**config.mk**
```make
export PLATFORM = sky130hd
export DESIGN_NAME = wash_cycle_controller_flat
export DESIGN_NICKNAME = d
export VERILOG_FILES = /design/src/rtl/wash_cycle_controller_if.sv /design/src/rtl/wash_cycle_controller.sv /design/src/flat_wrapper.sv
export SDC_FILE = /design/constraint.sdc
export NUM_CORES = 1
export LEC_CHECK = 0
export ABC_AREA = 1
export CAP_MARGIN = 20
export CORE_ASPECT_RATIO = 2
export CORE_MARGIN = 1
export CORE_UTILIZATION = 35
export DETAILED_ROUTE_END_ITERATION = 10
export GPL_ROUTABILITY_DRIVEN = 0
export PLACE_DENSITY = 0.67
export SLEW_MARGIN = 20
export SYNTH_ARGS = -nofsm -noshare
export SYNTH_HDL_FRONTEND = slang
export SYNTH_SLANG_ARGS = --single-unit
```
**constraint.sdc**
```tcl
create_clock -name Clk -period 1.3 [get_ports Clk]
set_input_delay 0.195 -clock Clk [delete_from_list [all_inputs] [get_ports Clk]]
set_output_delay 0.195 -clock Clk [all_outputs]
set_load 0.1 [all_outputs]
```
**src/rtl/wash_cycle_controller_if.sv**
```systemverilog
// rtl/wash_cycle_controller_if.sv - mode/start/door/tick inputs and actuator/status outputs of the wash sequencer
interface wash_cycle_controller_if;
  logic [3:0] Mode;
  logic       Start;
  logic       DoorClosed;
  logic       Tick;
  logic       isRunning;
  logic [2:0] Phase;
  logic       WaterValve;
  logic [1:0] Motor;
  logic       DrainPump;
  logic [7:0] Remaining;
  logic       Done;

  modport master (
    output Mode, Start, DoorClosed, Tick,
    input  isRunning, Phase, WaterValve, Motor, DrainPump, Remaining, Done
  );

  modport slave (
    input  Mode, Start, DoorClosed, Tick,
    output isRunning, Phase, WaterValve, Motor, DrainPump, Remaining, Done
  );
endinterface

```
**src/rtl/wash_cycle_controller.sv**
```systemverilog
// rtl/wash_cycle_controller.sv - tick-timed fill/wash/drain/rinse/spin sequencer with door-interlock pause
module wash_cycle_controller #(
  parameter int FILL_T       = 4,
  parameter int WASH_T_QUICK = 6,
  parameter int WASH_T_FULL  = 12,
  parameter int RINSE_T      = 5,
  parameter int DRAIN_T      = 3,
  parameter int SPIN_T       = 4
) (
  input  logic                   Clk,
  input  logic                   Rst_n,
  wash_cycle_controller_if.slave bus
);

  typedef enum logic [2:0] {
    IDLE   = 3'd0,
    FILL   = 3'd1,
    WASH   = 3'd2,
    DRAIN  = 3'd3,
    RINSE  = 3'd4,
    SPIN   = 3'd5,
    PAUSE  = 3'd6,
    FINISH = 3'd7
  } state_t;

  localparam logic [2:0] MODE_QUICK = 3'b001;
  localparam logic [2:0] MODE_FULL  = 3'b101;

  state_t     state, state_n;
  state_t     saved, saved_n;
  state_t     nxt;
  logic [7:0] cnt, cnt_n;
  logic       rinse, rinse_n;
  logic [2:0] mode_lat, mode_n;
  logic       unused_mode0;

  assign unused_mode0 = bus.Mode[0];

  // Durations of 0 are illegal, so a loaded counter is always >= 1.
  function automatic logic [7:0] dur(input state_t s, input logic [2:0] m);
    case (s)
      FILL:    dur = 8'(FILL_T);
      WASH:    dur = (m == MODE_FULL) ? 8'(WASH_T_FULL) : 8'(WASH_T_QUICK);
      DRAIN:   dur = 8'(DRAIN_T);
      RINSE:   dur = 8'(RINSE_T);
      SPIN:    dur = 8'(SPIN_T);
      default: dur = 8'd0;
    endcase
  endfunction

  always_ff @(posedge Clk) begin
    if (!Rst_n) begin
      state    <= IDLE;
      saved    <= IDLE;
      cnt      <= 8'd0;
      rinse    <= 1'b0;
      mode_lat <= 3'b000;
    end else begin
      state    <= state_n;
      saved    <= saved_n;
      cnt      <= cnt_n;
      rinse    <= rinse_n;
      mode_lat <= mode_n;
    end
  end

  always_comb begin
    nxt = IDLE;
    case (state)
      FILL:        nxt = rinse ? RINSE : WASH;
      WASH, RINSE: nxt = DRAIN;
      DRAIN:       nxt = (!rinse && mode_lat == MODE_FULL) ? FILL : SPIN;
      SPIN:        nxt = FINISH;
      default:     nxt = IDLE;
    endcase
  end

  always_comb begin
    state_n = state;
    saved_n = saved;
    cnt_n   = cnt;
    rinse_n = rinse;
    mode_n  = mode_lat;
    case (state)
      IDLE: begin
        if (bus.Start && bus.DoorClosed &&
            (bus.Mode[3:1] == MODE_QUICK || bus.Mode[3:1] == MODE_FULL)) begin
          state_n = FILL;
          mode_n  = bus.Mode[3:1];
          cnt_n   = dur(FILL, bus.Mode[3:1]);
        end
      end
      PAUSE: begin
        if (bus.DoorClosed) state_n = saved;
      end
      FINISH: begin
        state_n = IDLE;
        rinse_n = 1'b0;
      end
      default: begin
        // Door check outranks tick expiry: an open door freezes the counter.
        if (!bus.DoorClosed) begin
          state_n = PAUSE;
          saved_n = state;
        end else if (bus.Tick) begin
          if (cnt == 8'd1) begin
            state_n = nxt;
            cnt_n   = dur(nxt, mode_lat);
            if (state == DRAIN && !rinse && mode_lat == MODE_FULL) rinse_n = 1'b1;
          end else begin
            cnt_n = cnt - 8'd1;
          end
        end
      end
    endcase
  end

  always_comb begin
    bus.isRunning  = (state != IDLE);
    bus.Phase      = state;
    bus.WaterValve = (state == FILL);
    bus.Motor      = 2'b00;
    bus.DrainPump  = (state == DRAIN) || (state == SPIN);
    bus.Remaining  = cnt;
    bus.Done       = (state == FINISH);
    if (state == WASH || state == RINSE) bus.Motor = 2'b01;
    else if (state == SPIN)              bus.Motor = 2'b10;
  end

endmodule

```
**src/flat_wrapper.sv**
```systemverilog
// flat-port wrapper written by rule: the top's interface ports become plain ports
module wash_cycle_controller_flat 
#(
  parameter int FILL_T       = 4,
  parameter int WASH_T_QUICK = 6,
  parameter int WASH_T_FULL  = 12,
  parameter int RINSE_T      = 5,
  parameter int DRAIN_T      = 3,
  parameter int SPIN_T       = 4
)
  (Clk, Rst_n, bus_Mode, bus_Start, bus_DoorClosed, bus_Tick, bus_isRunning, bus_Phase, bus_WaterValve, bus_Motor, bus_DrainPump, bus_Remaining, bus_Done);
  wash_cycle_controller_if bus_i ();
  input  logic Clk;
  input  logic Rst_n;
  input wire logic [$bits(bus_i.Mode)-1:0] bus_Mode;
  input wire logic [$bits(bus_i.Start)-1:0] bus_Start;
  input wire logic [$bits(bus_i.DoorClosed)-1:0] bus_DoorClosed;
  input wire logic [$bits(bus_i.Tick)-1:0] bus_Tick;
  output wire logic [$bits(bus_i.isRunning)-1:0] bus_isRunning;
  output wire logic [$bits(bus_i.Phase)-1:0] bus_Phase;
  output wire logic [$bits(bus_i.WaterValve)-1:0] bus_WaterValve;
  output wire logic [$bits(bus_i.Motor)-1:0] bus_Motor;
  output wire logic [$bits(bus_i.DrainPump)-1:0] bus_DrainPump;
  output wire logic [$bits(bus_i.Remaining)-1:0] bus_Remaining;
  output wire logic [$bits(bus_i.Done)-1:0] bus_Done;
  assign bus_i.Mode = bus_Mode;
  assign bus_i.Start = bus_Start;
  assign bus_i.DoorClosed = bus_DoorClosed;
  assign bus_i.Tick = bus_Tick;
  assign bus_isRunning = bus_i.isRunning;
  assign bus_Phase = bus_i.Phase;
  assign bus_WaterValve = bus_i.WaterValve;
  assign bus_Motor = bus_i.Motor;
  assign bus_DrainPump = bus_i.DrainPump;
  assign bus_Remaining = bus_i.Remaining;
  assign bus_Done = bus_i.Done;
  wash_cycle_controller #(.FILL_T(FILL_T), .WASH_T_QUICK(WASH_T_QUICK), .WASH_T_FULL(WASH_T_FULL), .RINSE_T(RINSE_T), .DRAIN_T(DRAIN_T), .SPIN_T(SPIN_T)) u_core (.Clk(Clk), .Rst_n(Rst_n), .bus(bus_i));
endmodule
```
==> results_dict.tcl <==
set metrics [dict create \
    drc 0 \
    syn-num-nets 215 \
    grt-busiest-layer "met2" \
    final.min_clock_period_ns 1.48 \
    worst_slack_ns -0.177 \
    rsz0062_at_grt "true" \
    slew_violations 0 \
    use_met3_pct 3.53 \
    fin_crit_sh_pct 114 \
    route.detailed.vias_per_inst 5.11 \
    cp_slowest_stage_delay_ns 0.40 \
    path_max_fanout 8 \
    tightest_slew_ns 0.368 \
    synth_cell_types 29 \
    hold_end "u_core.saved[1]$_SDFFE_PN0N_" \
    numCtsBuffers 3 \
    area_delta_synth_final_pct 104 \
    setup_tns_ns -2.07 \
    synth_area_um2 1270 \
    yosysWarnings 0 \
    start_util_pct 37.3 \
    drive_gt1_share_pct 57.6 \
    critical_path_class "reg -> out" \
    cts_buffer_depth 2 \
    worstPathArrival_ns 1.28 \
    clock-skew-final_ns 0.00345 \
    clock_latency_ns 0.26 \
    fin_nets 296 \
    crit_path_end_kind "primary output" \
    clock_sinks 18 \
    grtUsageMet2_pct 48.4 \
    met1_usage_pct 23.4 \
    postSynthAreaPerCell_um2 6.28 \
    ctsRootBufferMaster "clkbuf_8" \
    antenna_found_initial 0 \
    layout.cells.non_filler 331 \
    reg2reg_depth 7 \
    clkTransAtPathRegs_ns 0.07 \
    failed_checks "negative setup slack" \
    io_buffer_count 24 \
    slowest_stage "dfxtp_4" \
    n_antenna_cell 0 \
    design.core.area_um2 3420 \
    dpl.hpwl_mm 3.09 \
    cts_tree "done" \
    outcome "finished with violations" \
    final_core_util_pct 76.2 \
    r2r-end "u_core.bus.Remaining[2]$_SDFFE_PN0P_" \
    timing.hold.ws_ns 0.453 \
    worstHoldPathType "reg -> reg" \
    synth_cells 203 \
    drt_iter0_drc 37 \
    cts_max_level 1 \
    grt_use_total_pct 25.4 \
    crit_path_start_kind "register" \
    fillers 229 \
    min_from "u_core.saved[1]$_SDFFE_PN0N_" \
    relSlewSlack_pct 75.3 \
    ys_seq_elements 18 \
    grt_max_degree 11 \
    io_pins 26 \
    route.vias.total 1693 \
    reg2reg_slack_ns -0.17 \
    ys_seq_area_share_pct 28.3 \
    die_area_um2 3900 \
    dp_cells 314 \
    maxCapViolations 0 \
    post_drt_wl_per_cell_um 14.7 \
    required_ns 1.11 \
    grt-ovfl-total 0 \
    grt_pass1_vias 1671 \
    die_w_um 44.7 \
    r2r_start "u_core.bus.Phase[2]$_SDFFE_PN0P_" \
    worst_hold_path.num_cells 2 \
    dieHeight_um 87.4 \
    critical_path.cell_chain "nor2_4 -> nand2_8 -> buf_6 -> buf_12" \
    max_freq_ghz 0.677 \
    drt-total-wl_mm 4.87 \
    row_count 30 \
    grt_pass1_wl_mm 7.24 \
    hold_violations 0 \
    setup_viol 19 \
    first_pass_iters 4 \
    antenna_left 0 \
]
[cells in the final DEF, fill, tap and decap left out, types with 2 or more instances in the layout]
cell type        synthesis  layout
inv_2                    2       4
nor3_1                   7       3
nand3_1                 13       5
xor2_1                   2       2
inv_4                    3       3
dfxtp_1                 18       7
dfxtp_2                  0       6
nor3_2                   0       4
nand2_4                  2       5
clkbuf_8                 0       4
o21ai_2                  0       3
dfxtp_4                  0       5
o21ai_1                  2       4
nor2_4                   2       9
nor2_1                  29      19
a21oi_2                  1       7
o21ai_0                  9       3
inv_6                    0       2
buf_6                    1      13
inv_1                   22      16
nand2_8                  1       3
a21oi_1                 13       7
buf_4                    0      41
nor2_2                   2       5
clkdlybuf4s50_1          0       7
buf_12                   0      18
nand2_1                 54      43
nand4_1                  3       3
nand3_2                  2       7
ha_4                     0       2
nand2_2                  3       9
nand3_4                  1       4
[critical path: cells and delay by family (launching register included)]
family | cells | cell delay (ns)
flops | 1 | 0.40
simple gates | 2 | 0.31
buf+inv | 2 | 0.29
[routing by layer]
layer  vias to the layer above  routed length [um]
met4                         0                 333
met5                         -                   0
met1                       798                1620
met2                        55                2800
met3                        34                 124
li1                        806                   -
[stage by stage]
| stage | setup slack, ns | instance area (um^2) |
|---|---|---|
| 2_1_floorplan | -0.543 | 1400 |
| 3_3_place_gp | -0.272 | 2170 |
| 3_5_place_dp | -0.302 | 2170 |
| 4_1_cts | -0.151 | 2410 |
| 5_1_grt | -0.252 | 2600 |
| 6_report | -0.177 | 2600 |
[how the worst max path moves through the flow]
stage	start	endpoint	cells after the start	slack (ns)
finish	u_core.bus.Phase[1]$_SDFFE_PN0P_	bus_isRunning	4	-0.18
global route	u_core.bus.Phase[1]$_SDFFE_PN0P_	u_core.bus.Remaining[2]$_SDFFE_PN0P_	8	-0.25
CTS	u_core.bus.Phase[1]$_SDFFE_PN0P_	bus_Motor[0]	5	-0.15
detailed placement	bus_DoorClosed	u_core.bus.Remaining[1]$_SDFFE_PN0P_	10	-0.30
global placement	bus_DoorClosed	u_core.bus.Remaining[1]$_SDFFE_PN0P_	10	-0.27
floorplan	u_core.bus.Phase[1]$_SDFFE_PN0P_	u_core.bus.Remaining[1]$_SDFFE_PN0P_	10	-0.54
[synthesized netlist by cell type]
cell type	number	area share [%]
or2_2	1	0.49
nand3_2	2	1.6
nand2_1	54	16
xnor2_1	1	0.69
clkinv_2	1	0.39
inv_4	3	1.5
nand2_4	2	1.8
a211oi_1	1	0.59
nor2_1	29	8.5
dfxtp_1	18	28
nor2_4	2	1.8
buf_2	3	1.2
xor2_1	2	1.4
ha_1	3	2.9
a21oi_2	1	0.69
clkinv_1	1	0.29
nand2_8	1	1.6
o21ai_1	2	0.79
buf_6	1	0.88
nor2_2	2	0.98
nand3_4	1	1.4
nor3_1	7	2.7
nand4_1	3	1.5
a21oi_1	13	5.1
nand2_2	3	1.5
nand3_1	13	5.1
inv_2	2	0.59
inv_1	22	6.5
o21ai_0	9	3.5
[final cells by class]
class	instances	area (um^2)	area share, %
multi-input cells	152	1070	41.1
repair buffers	80	890	34.2
flip-flops and latches	18	387	14.9
inverters	29	143	5.48
well taps	48	60.1	2.31
clock buffers	4	55.1	2.12
[sequential cells by signal (all words and copies together), names as in the netlist]
name and flops:
u_core.bus.Remaining 8, u_core.rinse 1, u_core.mode_lat 3, u_core.saved 3
u_core.bus.Phase 3
[kinds of logic (layout without fill, tap and decap cells)]
logic type | after synthesis | after routing | share of synthesized area (%)
DFF | 18 | 18 | 28.3
and+or+nand+nor | 120 | 120 | 44.7
adders and majority gates | 3 | 3 | 2.94
xor gates and xnor gates | 3 | 3 | 2.06
buffers and inverters | 33 | 113 | 11.3
AOI/OAI and AO/OA | 26 | 26 | 10.7
[repair_timing]
| item | CTS | global route |
|---|---|---|
| setup buffers | 9 | 5 |
| resized for setup | 36 | 41 |
| hold buffers | 0 | 0 |
| endpoints found under the setup margin | 19 | 22 |
| pin swaps | 19 | 16 |
Power is left out: the tool's default activity adds up to more than one toggle a clock period on the data nets, which glitch-free logic cannot reach.
